`src/rtl/fifo_rd_stream_pkg.sv`:
```
// fifo_rd_stream shared sizing helpers.
// Widths for occupancy, pointers and statistics counters.
package fifo_rd_stream_pkg;

  localparam int STATS_W = 32;

  function automatic int occ_width(input int depth);
    return $clog2(depth + 1);
  endfunction

  function automatic int ptr_width(input int depth);
    return (depth > 1) ? $clog2(depth) : 1;
  endfunction

endpackage

```
`src/rtl/fifo_rd_stream_buf.sv`:
```
// fifo_rd_stream prefetch buffer: circular storage,
// wr/rd pointers and occupancy, with synchronous flush.
module fifo_rd_stream_buf
  import fifo_rd_stream_pkg::*;
#(
  parameter int DATA_WIDTH = 8,
  parameter int BUF_DEPTH  = 3,
  localparam int OW = occ_width(BUF_DEPTH),
  localparam int PW = ptr_width(BUF_DEPTH)
) (
  input  logic                  clk,
  input  logic                  rst_n,
  input  logic                  flush,
  input  logic                  capture,
  input  logic [DATA_WIDTH-1:0] wr_data,
  input  logic                  pop,
  output logic [OW-1:0]         occ,
  output logic [DATA_WIDTH-1:0] head_data
);

  logic [DATA_WIDTH-1:0] mem [BUF_DEPTH];
  logic [PW-1:0]         wr_ptr;
  logic [PW-1:0]         rd_ptr;

  function automatic logic [PW-1:0] nxt(input logic [PW-1:0] p);
    return (p == PW'(BUF_DEPTH - 1)) ? '0 : p + 1'b1;
  endfunction

  assign head_data = mem[rd_ptr];

  // Storage write on capture; cleared on reset so m_data starts at 0.
  always_ff @(posedge clk or negedge rst_n) begin
    if (!rst_n) begin
      for (int i = 0; i < BUF_DEPTH; i++) mem[i] <= '0;
    end else if (capture && !flush) begin
      mem[wr_ptr] <= wr_data;
    end
  end

  // Pointer and occupancy bookkeeping.
  always_ff @(posedge clk or negedge rst_n) begin
    if (!rst_n) begin
      wr_ptr <= '0;
      rd_ptr <= '0;
      occ    <= '0;
    end else if (flush) begin
      wr_ptr <= '0;
      rd_ptr <= '0;
      occ    <= '0;
    end else begin
      if (capture) wr_ptr <= nxt(wr_ptr);
      if (pop)     rd_ptr <= nxt(rd_ptr);
      unique case (1'b1)
        capture && !pop: occ <= occ + 1'b1;
        pop && !capture: occ <= occ - 1'b1;
        default:         occ <= occ;
      endcase
    end
  end

endmodule

```
`src/rtl/fifo_rd_stream.sv`:
```
// fifo_rd_stream: async_fifo read port to registered valid/ready.
// Optional FIFO_RD_STREAM_STATS_EN adds beat/stall counters.
module fifo_rd_stream
  import fifo_rd_stream_pkg::*;
#(
  parameter int DATA_WIDTH = 8,
  parameter int BUF_DEPTH  = 3
) (
  input  logic                  clk,
  input  logic                  rst_n,
  input  logic                  fifo_has_data,
  output logic                  fifo_rd_en,
  input  logic [DATA_WIDTH-1:0] fifo_rd_data,
  output logic                  m_valid,
  input  logic                  m_ready,
  output logic [DATA_WIDTH-1:0] m_data,
  input  logic                  flush,
`ifdef FIFO_RD_STREAM_STATS_EN
  output logic [STATS_W-1:0]    beat_count,
  output logic [STATS_W-1:0]    stall_count,
`endif
  output logic                  busy
);

  localparam int OW = occ_width(BUF_DEPTH);
  localparam int CW = OW + 1;

  logic [OW-1:0] occ;
  logic [CW-1:0] pending;
  logic          inflight;
  logic          capture;
  logic          pop;

  assign pending = CW'(occ) + CW'(inflight);
  assign fifo_rd_en = rst_n & fifo_has_data & ~flush
                    & (pending < CW'(BUF_DEPTH));
  assign capture = inflight & ~flush;
  assign m_valid = (occ != '0);
  assign pop     = m_valid & m_ready;
  assign busy    = m_valid | inflight;

  // One-cycle read latency tracker; flush forces rd_en low.
  always_ff @(posedge clk or negedge rst_n) begin
    if (!rst_n) inflight <= 1'b0;
    else        inflight <= fifo_rd_en;
  end

  fifo_rd_stream_buf #(
    .DATA_WIDTH (DATA_WIDTH),
    .BUF_DEPTH  (BUF_DEPTH)
  ) u_buf (
    .clk       (clk),
    .rst_n     (rst_n),
    .flush     (flush),
    .capture   (capture),
    .wr_data   (fifo_rd_data),
    .pop       (pop),
    .occ       (occ),
    .head_data (m_data)
  );

`ifdef FIFO_RD_STREAM_STATS_EN
  logic [STATS_W-1:0] beat_q;
  logic [STATS_W-1:0] stall_q;

  assign beat_count  = beat_q;
  assign stall_count = stall_q;

  // Saturating beat and stall counters.
  always_ff @(posedge clk or negedge rst_n) begin
    if (!rst_n) begin
      beat_q  <= '0;
      stall_q <= '0;
    end else begin
      if (pop && beat_q != '1)
        beat_q <= beat_q + 1'b1;
      if (m_valid && !m_ready && stall_q != '1)
        stall_q <= stall_q + 1'b1;
    end
  end
`endif

endmodule

```
`config.mk`:
```
export PLATFORM = sky130hd
export DESIGN_NAME = fifo_rd_stream
export DESIGN_NICKNAME = d
export VERILOG_FILES = /design/src/rtl/fifo_rd_stream_pkg.sv /design/src/rtl/fifo_rd_stream_buf.sv /design/src/rtl/fifo_rd_stream.sv
export SDC_FILE = /design/constraint.sdc
export NUM_CORES = 1
export LEC_CHECK = 0
export CAP_MARGIN = 20
export CORE_MARGIN = 3
export CORE_UTILIZATION = 54
export DETAILED_ROUTE_END_ITERATION = 10
export PLACE_DENSITY = 0.89
export SETUP_SLACK_MARGIN = 0.05
export SLEW_MARGIN = 25
export SYNTH_ARGS = -nofsm -noshare
export SYNTH_HDL_FRONTEND = slang
export SYNTH_SLANG_ARGS = --single-unit
```
`constraint.sdc`:
```
create_clock -name clk -period 3.98 [get_ports clk]
set_input_delay 0.597 -clock clk [delete_from_list [all_inputs] [get_ports clk]]
set_output_delay 0.597 -clock clk [all_outputs]
set_load 0.005 [all_outputs]
```
# After elaboration in Yosys (flattened, before gate mapping)
# Index checks and enable logic that the tools add are counted.
totals:
  register_bits: 31
  output_inout_bits: 11
classes:
  add_sub_neg: 5
  order_cmp: 4
  n_eq_ne: 2
  mux: 14
  n_bitwise: 9
  n_reduce_logical: 11
ops:
  columns: ["operator", "n"]
  rows:
  - ["bitwise mux 24 bit", 1]
  - ["two-way mux 8 bit", 3]
  - ["binary-select mux 8 bit (select 2 bit)", 1]
  - ["demux 8 bit (select 2 bit)", 1]
  - ["two-way mux 2 bit", 7]
  - ["adder 2 x 1 -> 2 bit (second input constant)", 3]
  - [">= comparator 3 bit (second input constant)", 2]
  - ["inverter 2 -> 3 bit", 2]
  - ["nonzero test 2 bit", 3]
  - ["bitwise AND 1 bit", 5]
  - ["equality test 2 bit (second input constant)", 2]
  - ["logical AND 1 bit", 4]
  - ["case mux 2 bit (2 select lines)", 1]
  - ["adder 2 x 1 -> 3 bit", 1]
  - ["zero test 1 bit", 3]
  - ["< comparator 3 x 1 -> 1 bit (second input constant)", 1]
  - ["< comparator 3 x 2 -> 1 bit (second input constant)", 1]
  - ["nonzero test 3 bit", 1]
  - ["subtractor 2 x 1 -> 2 bit (second input constant)", 1]
  - ["inverter 1 bit", 1]
  - ["OR 1 bit", 1]

# Depth between registers and ports, before layout
logic_depth:
  word_depth: 6
  mapped_depth: 4

# Hierarchy
# A second synthesis with hierarchy kept.
hier_totals:
  hier_cells: 116
  area_unflattened_um2: 1488.9
modules_own_cells:
  columns: ["module", "instances", "cells_each", "area_per_inst_um2"]
  rows:
  - ["fifo_rd_stream_buf", 1, 107, 1390.1]
  - ["fifo_rd_stream", 1, 9, 98.8]

# Worst setup path before layout
# Ideal clock, no wire load.
synth_timing:
  kind: "reg-to-output"
  from: "reg u_buf.occ[0]"
  to: "out fifo_rd_en"
  arrival_time_ns: 1.442
  required_time_ns: 3.383
  setup_slack_ns: 1.941
  stages_incl_launch_ff: 4
  path_cell_list: "dfrtp_1 -> ha_1 -> ha_1 -> a2111oi_0"
synth_between:
  elab_chain_len: 3
synth_rtl:
  columns: ["item", "line_no", "text"]
  rows:
  - ["start, declared", "fifo_rd_stream_buf.sv:17", "output logic [OW-1:0] occ,"]
  - ["start signal, assigned", "fifo_rd_stream_buf.sv:54", "capture && !pop: occ <= occ + 1'b1;"]
  - ["start signal, assigned", "fifo_rd_stream_buf.sv:55", "pop && !capture: occ <= occ - 1'b1;"]
  - ["adder 2 x 1 -> 3 bit", "fifo_rd_stream.sv:34", "assign pending = CW'(occ) + CW'(inflight);"]
  - ["< comparator 3 x 2 -> 1 bit", "fifo_rd_stream.sv:36", "& (pending < CW'(BUF_DEPTH));"]
  - ["bitwise AND 1 bit", "fifo_rd_stream.sv:36", null]
  - ["end, declared", "fifo_rd_stream.sv:12", "output logic fifo_rd_en,"]
# Every way passes these cells.

# Final worst setup path
layout_timing:
  from: "reg inflight"
  to: "out fifo_rd_en"
layout_between:
  elab_chain_len: 3
layout_rtl:
  columns: ["item", "line_no", "text"]
  rows:
  - ["start, declared", "fifo_rd_stream.sv:30", "logic inflight;"]
  - ["start signal, assigned", "fifo_rd_stream.sv:45", "else inflight <= fifo_rd_en;"]
  - ["adder 2 x 1 -> 3 bit", "fifo_rd_stream.sv:34", null]
  - ["< comparator 3 x 2 -> 1 bit", "fifo_rd_stream.sv:36", null]
  - ["bitwise AND 1 bit", "fifo_rd_stream.sv:36", null]
# Every way passes these cells.

==> run metrics <==
worst hold path type flip-flop to flip-flop; Post-Synthesis Cells 116; Max Freq 326.6 MHz; Worst Skew 0.004003 ns; r2r startpoint inflight; H-tree lvl count 2; Setup TNS 0 ns; MaxCap Viol Count 0; CP cell instances ha_1 > ha_1 > a2111oi_0 > clkdlybuf4s50_1; Final Total Pwr 0.7256 mW; final net count 158; sequential area share after synthesis 52.59%; Area contributors post-synth dfrtp_1, mux2_2, mux2i_1; antenna violations before repair 0; count leader, synth dfrtp_1; port buffer count 23; Syn. warnings 0; M1 WL 1159 um; CTS Buffer Depth 2; top cells by count, synth dfrtp_1, mux2_2, nand2_1, o21ai_0, mux2i_1; Setup Fix Bufs, Post-CTS 0; arrival time worst endpoint 2.46 ns; crit-path most repeated cell ha_1; ys async rst share 100.0%; slew margin rel. 57.46%; num rows 18; Critical-path top delay cell clkdlybuf4s50_1; crit path kind flip-flop to output port; WL met2 1565 um; Worst path max stage delay 0.60 ns; CP max FO 11; total global-route track usage 19.90%; synth-to-layout area growth 22.22%; clock latency on the worst-skew pair 0.32 ns; Residual DRC 0; Final HPWL DP 2081 um; IO Pins 24; GPL Wtd Cong 0.7260; CP Launch Point inflight; post-CTS sizing 0; RSZ-0062 raised after global routing false; critical path endpoint category output port; Yosys top cell area share 52.59%; register clock-pin slew on the reported worst setup and hold paths 0.10 ns; wire length of the first global-routing pass 4974 um; Yosys top cell by area dfrtp_1; routed length on met3 142 um; CTS tree built; gr ovfl total 0; final hold vios 0; n_diodes 0; Primary FF master, synth dfrtp_1; hold buffer count at cts 0; final worst path period share 76.92%; uppermost routed layer met4; startpoint types flip-flop; min Tclk post-route 3.061 ns; Synth Net Count 131; WL/cell 16.63 um; total core area 2545 um2; initial core utilization 57.96%; share of layout cells above drive strength 1 27.08%; Leak Pwr 0.7639 nW; fillers 172; status complete, no violations; Max VDD drop 0.3874 mV; power per cell area 402.5 nW/um2; vias per cell 5.954; Hold Path Origin u_buf.mem[2]; worst path required time 3.38 ns; Antenna Violating Nets Remaining 0; vias in the first global route 1098; WL final 2893 um; final setup fails 0; Mapped Area 1475 um2; Die H 58.27 um; largest net degree at the start of global routing 32; Root Buffer clkbuf_4; CTS Sinks 31; Die W 58.27 um; fin. max-slew vios 0; Pre-antenna DRT Iters 4; First DRT Iteration DRCs 49; Synth cell types 26; CTS Buf Count 5; Via Count 1036; number of synthesized flops with an enable pin 0; Die Area 3395 um2; register bit total from synthesis 31; Avg Cell Area, Syn 12.72 um2; Slew @ Worst Pin 0.6368 ns
## power breakdown
part           internal [mW]  leakage, nW  total [mW]  switching, mW
Sequential             0.352        0.411       0.376         0.0244
Combinational         0.0913        0.316       0.139         0.0480
Clock                  0.103       0.0375       0.210          0.107
Total                  0.546        0.764       0.726          0.179
## logic make-up (layout without fill, tap and decap cells)
| family | count (synthesis) | count (layout) | share of synthesized area, % |
|---|---|---|---|
| compound gates | 18 | 18 | 6.786 |
| fa+ha+maj | 2 | 2 | 1.696 |
| flops | 31 | 31 | 52.59 |
| mux | 33 | 33 | 24.43 |
| buf+inv | 4 | 32 | 1.356 |
| simple gates | 28 | 28 | 13.15 |
## worst paths after layout
| check | to | slack (ns) | depth (start not counted) |
|---|---|---|---|
| worst max-delay path | fifo_rd_en | 0.92 | 4 |
| worst min-delay path | u_buf.mem[2] | 0.52 | 1 |
| worst max register to register | u_buf.mem[7] | 2.27 | 3 |
| worst min register to register | u_buf.mem[2] | 0.52 | 1 |
| max in group asynchronous | u_buf.occ[1] | 2.99 | 2 |
| min in group asynchronous | u_buf.mem[2] | 0.73 | 2 |
## cell type report
type	count	area [um2]	area share, %
repair buffers	24	237.7	13.19
multi-input cells	81	679.4	37.68
clock buffers	7	65.06	3.609
well taps	30	37.54	2.082
flip-flops and latches	31	775.7	43.03
clock inverters	1	7.507	0.4164
## metrics by stage
step	setup slack (ns)	hold slack (ns)	instance area [um2]	utilization, %	cells
floorplan	1.941	0.3014	1475	-	116
CTS	0.8712	0.5183	1803	70.85	174
global route	0.7011	0.5421	1803	70.85	174
global placement	1.172	0.4879	1730	67.99	166
finish	0.9185	0.5167	1803	70.85	174
detailed placement	1.124	0.4953	1730	67.99	166
## cell usage in the layout, fill, tap and decap left out, drive strengths merged
master,n
nand3,1
o21ai,10
nand2b,2
nor3,1
mux2,24
a2111oi,2
nand3b,2
or2,1
clkbuf,7
buf,1
nand2,11
or2b,1
or3,2
a21o,1
mux2i,9
ha,2
nor3b,2
nor2,2
a21oi,5
and4b,1
dfrtp,31
or3b,1
nor2b,1
clkdlybuf4s50,23
clkinvlp,1
## critical path, delay by kind of cell (launching register included)
kind                       cells  cell delay, ns
AOI/OAI and AO/OA              1            0.51
adders and majority gates      2            0.51
buffers and inverters          1            0.60
DFF                            1            0.52
## sequential cells by signal, indices dropped and copies added, names as in the netlist
name,cells
u_buf.mem,24
u_buf.occ,2
u_buf.rd_ptr,2
u_buf.wr_ptr,2
inflight,1
## metal layers
layer / track usage, % / vias to the layer above
li1: - / 473
met1: 23.68 / 524
met2: 33.97 / 35
met3: 6.013 / 4
met4: 6.954 / 0
met5: 0 / -
Power figures use the tool's default switching activity.
==> RTL edit (same settings) <==
`DATA_WIDTH` is set to 8 in 2 places; all go to 6.
--- a/src/rtl/fifo_rd_stream_buf.sv
+++ b/src/rtl/fifo_rd_stream_buf.sv
@@ -4,5 +4,5 @@
   import fifo_rd_stream_pkg::*;
 #(
-  parameter int DATA_WIDTH = 8,
+  parameter int DATA_WIDTH = 6,
   parameter int BUF_DEPTH  = 3,
   localparam int OW = occ_width(BUF_DEPTH),
--- a/src/rtl/fifo_rd_stream.sv
+++ b/src/rtl/fifo_rd_stream.sv
@@ -4,5 +4,5 @@
   import fifo_rd_stream_pkg::*;
 #(
-  parameter int DATA_WIDTH = 8,
+  parameter int DATA_WIDTH = 6,
   parameter int BUF_DEPTH  = 3
 ) (
Ports: changed (resized fifo_rd_data and m_data); port bits go from 24 to 20. The function was not compared with the original's and may differ.
==> RTL edit against the unedited design <==
- total power decreased by 29%
- wire length decreased by 28%
- sequential cell count decreased by 6
- register-to-register slack got worse by 20 ps
- cell area decreased by 19%
- setup slack got worse by 31 ps
- via count decreased by 24%
- area after synthesis decreased by 18%
- highest routed layer unchanged
==> RTL edit: results (changes against the unedited design) <==
| Metric | Value |
|---|---|
| Status | completed |
| Post-synthesis mux area share | 25.1% (+0.62 points) |
| Power Clock | 0.109 mW (-48%) |
| Final clock-cell share | 1.89% (-2.1 points) |
| Post-synthesis adder-cell area fraction | 2.06% (+0.37 points) |
| Largest net degree at the start of global routing | 26 (-19%) |
| Row cnt | 16 (-2) |
| Max FFs per register | 18 (-25%) |
| Synthesized net count | 108 (-18%) |
| Power Density | 354 nW/um^2 (-12%) |
| Num CTS Buffers | 3 (-2) |
| Worst VDD drop | 242 uV (-37%) |
| Fin nets | 131 (-17%) |
| WP data arrival | 2500 ps (+40 ps) |
| Synth Area in Compound Gates | 6.29% (-0.50 points) |
| #MultiIn Comb | 68 (-16%) |
| Nonclk buf count | 20 (-17%) |
| GP Congestion | 0.711 (-2.1%) |
| HP Start | u_buf.mem[4]$_DFFE_PN0P_ |
| Seq/total area | 42.8% (-0.18 points) |
| Clock Sinks | 25 (-19%) |
| Sequential area share after synthesis | 51.5% (-1.0 points) |
| Reg clk slew, reported paths | 130 ps (+30 ps) |
| Area after DPL | 1430 sq um (-17%) |
| WL met1 | 951 um (-18%) |
| Yosys cell types | 20 (-23%) |
| Worst path max stage delay | 620 ps (+20 ps) |
| Met3 routed WL | 66 um (-54%) |
| H-tree depth | 1 (-1) |
| DR vias/cell | 5.50 (-7.6%) |
| DP Worst Slack | 1110 ps (-16.0 ps) |
| Synth area leaders | dfrtp_1 (52%), mux2_2 (18%), mux2i_1 (7.4%) |
| Multi-input logic portion of the cell area | 39.4% (+1.7 points) |
| Mean Syn Cell Area | 12.8 sq um (+0.46%) |
| Fillers | 154 (-10%) |
| LEAKAGE | 0.619 nW (-19%) |
| Met2 wire length | 1050 um (-33%) |
| Commonest cells in the netlist | dfrtp_1 (25), mux2_2 (19), nand2_1 (11) |
| WL final | 2090 um (-28%) |
[RTL edit: metal layers]
metal	global-route usage [%]	vias to the layer above
met1	22.3	384
met3	3.10	5
met5	0	-
met4	5.96	0
li1	-	387
met2	31.6	16
[RTL edit: how the worst max path moves through the flow]
stage / depth (start not counted) / endpoint / slack [ps]
detailed placement: 4 / fifo_rd_en / 1110
global route: 4 / fifo_rd_en / 710
global placement: 4 / fifo_rd_en / 1160
finish: 4 / fifo_rd_en / 890
CTS: 4 / fifo_rd_en / 870
floorplan: 3 / fifo_rd_en / 1920
[RTL edit: per-stage QoR]
step | hold slack [ps] | power, mW
finish | 526 | 0.517
global route | 545 | 0.548
CTS | 527 | 0.522
detailed placement | 496 | 0.415
global placement | 489 | 0.409
floorplan | 301 | 0.351
[RTL edit: cells by family after synthesis]
logic type / Yosys count
mux: 28
fa+ha+maj: 2
simple gates: 25
compound gates: 13
buf+inv: 2
flops: 25
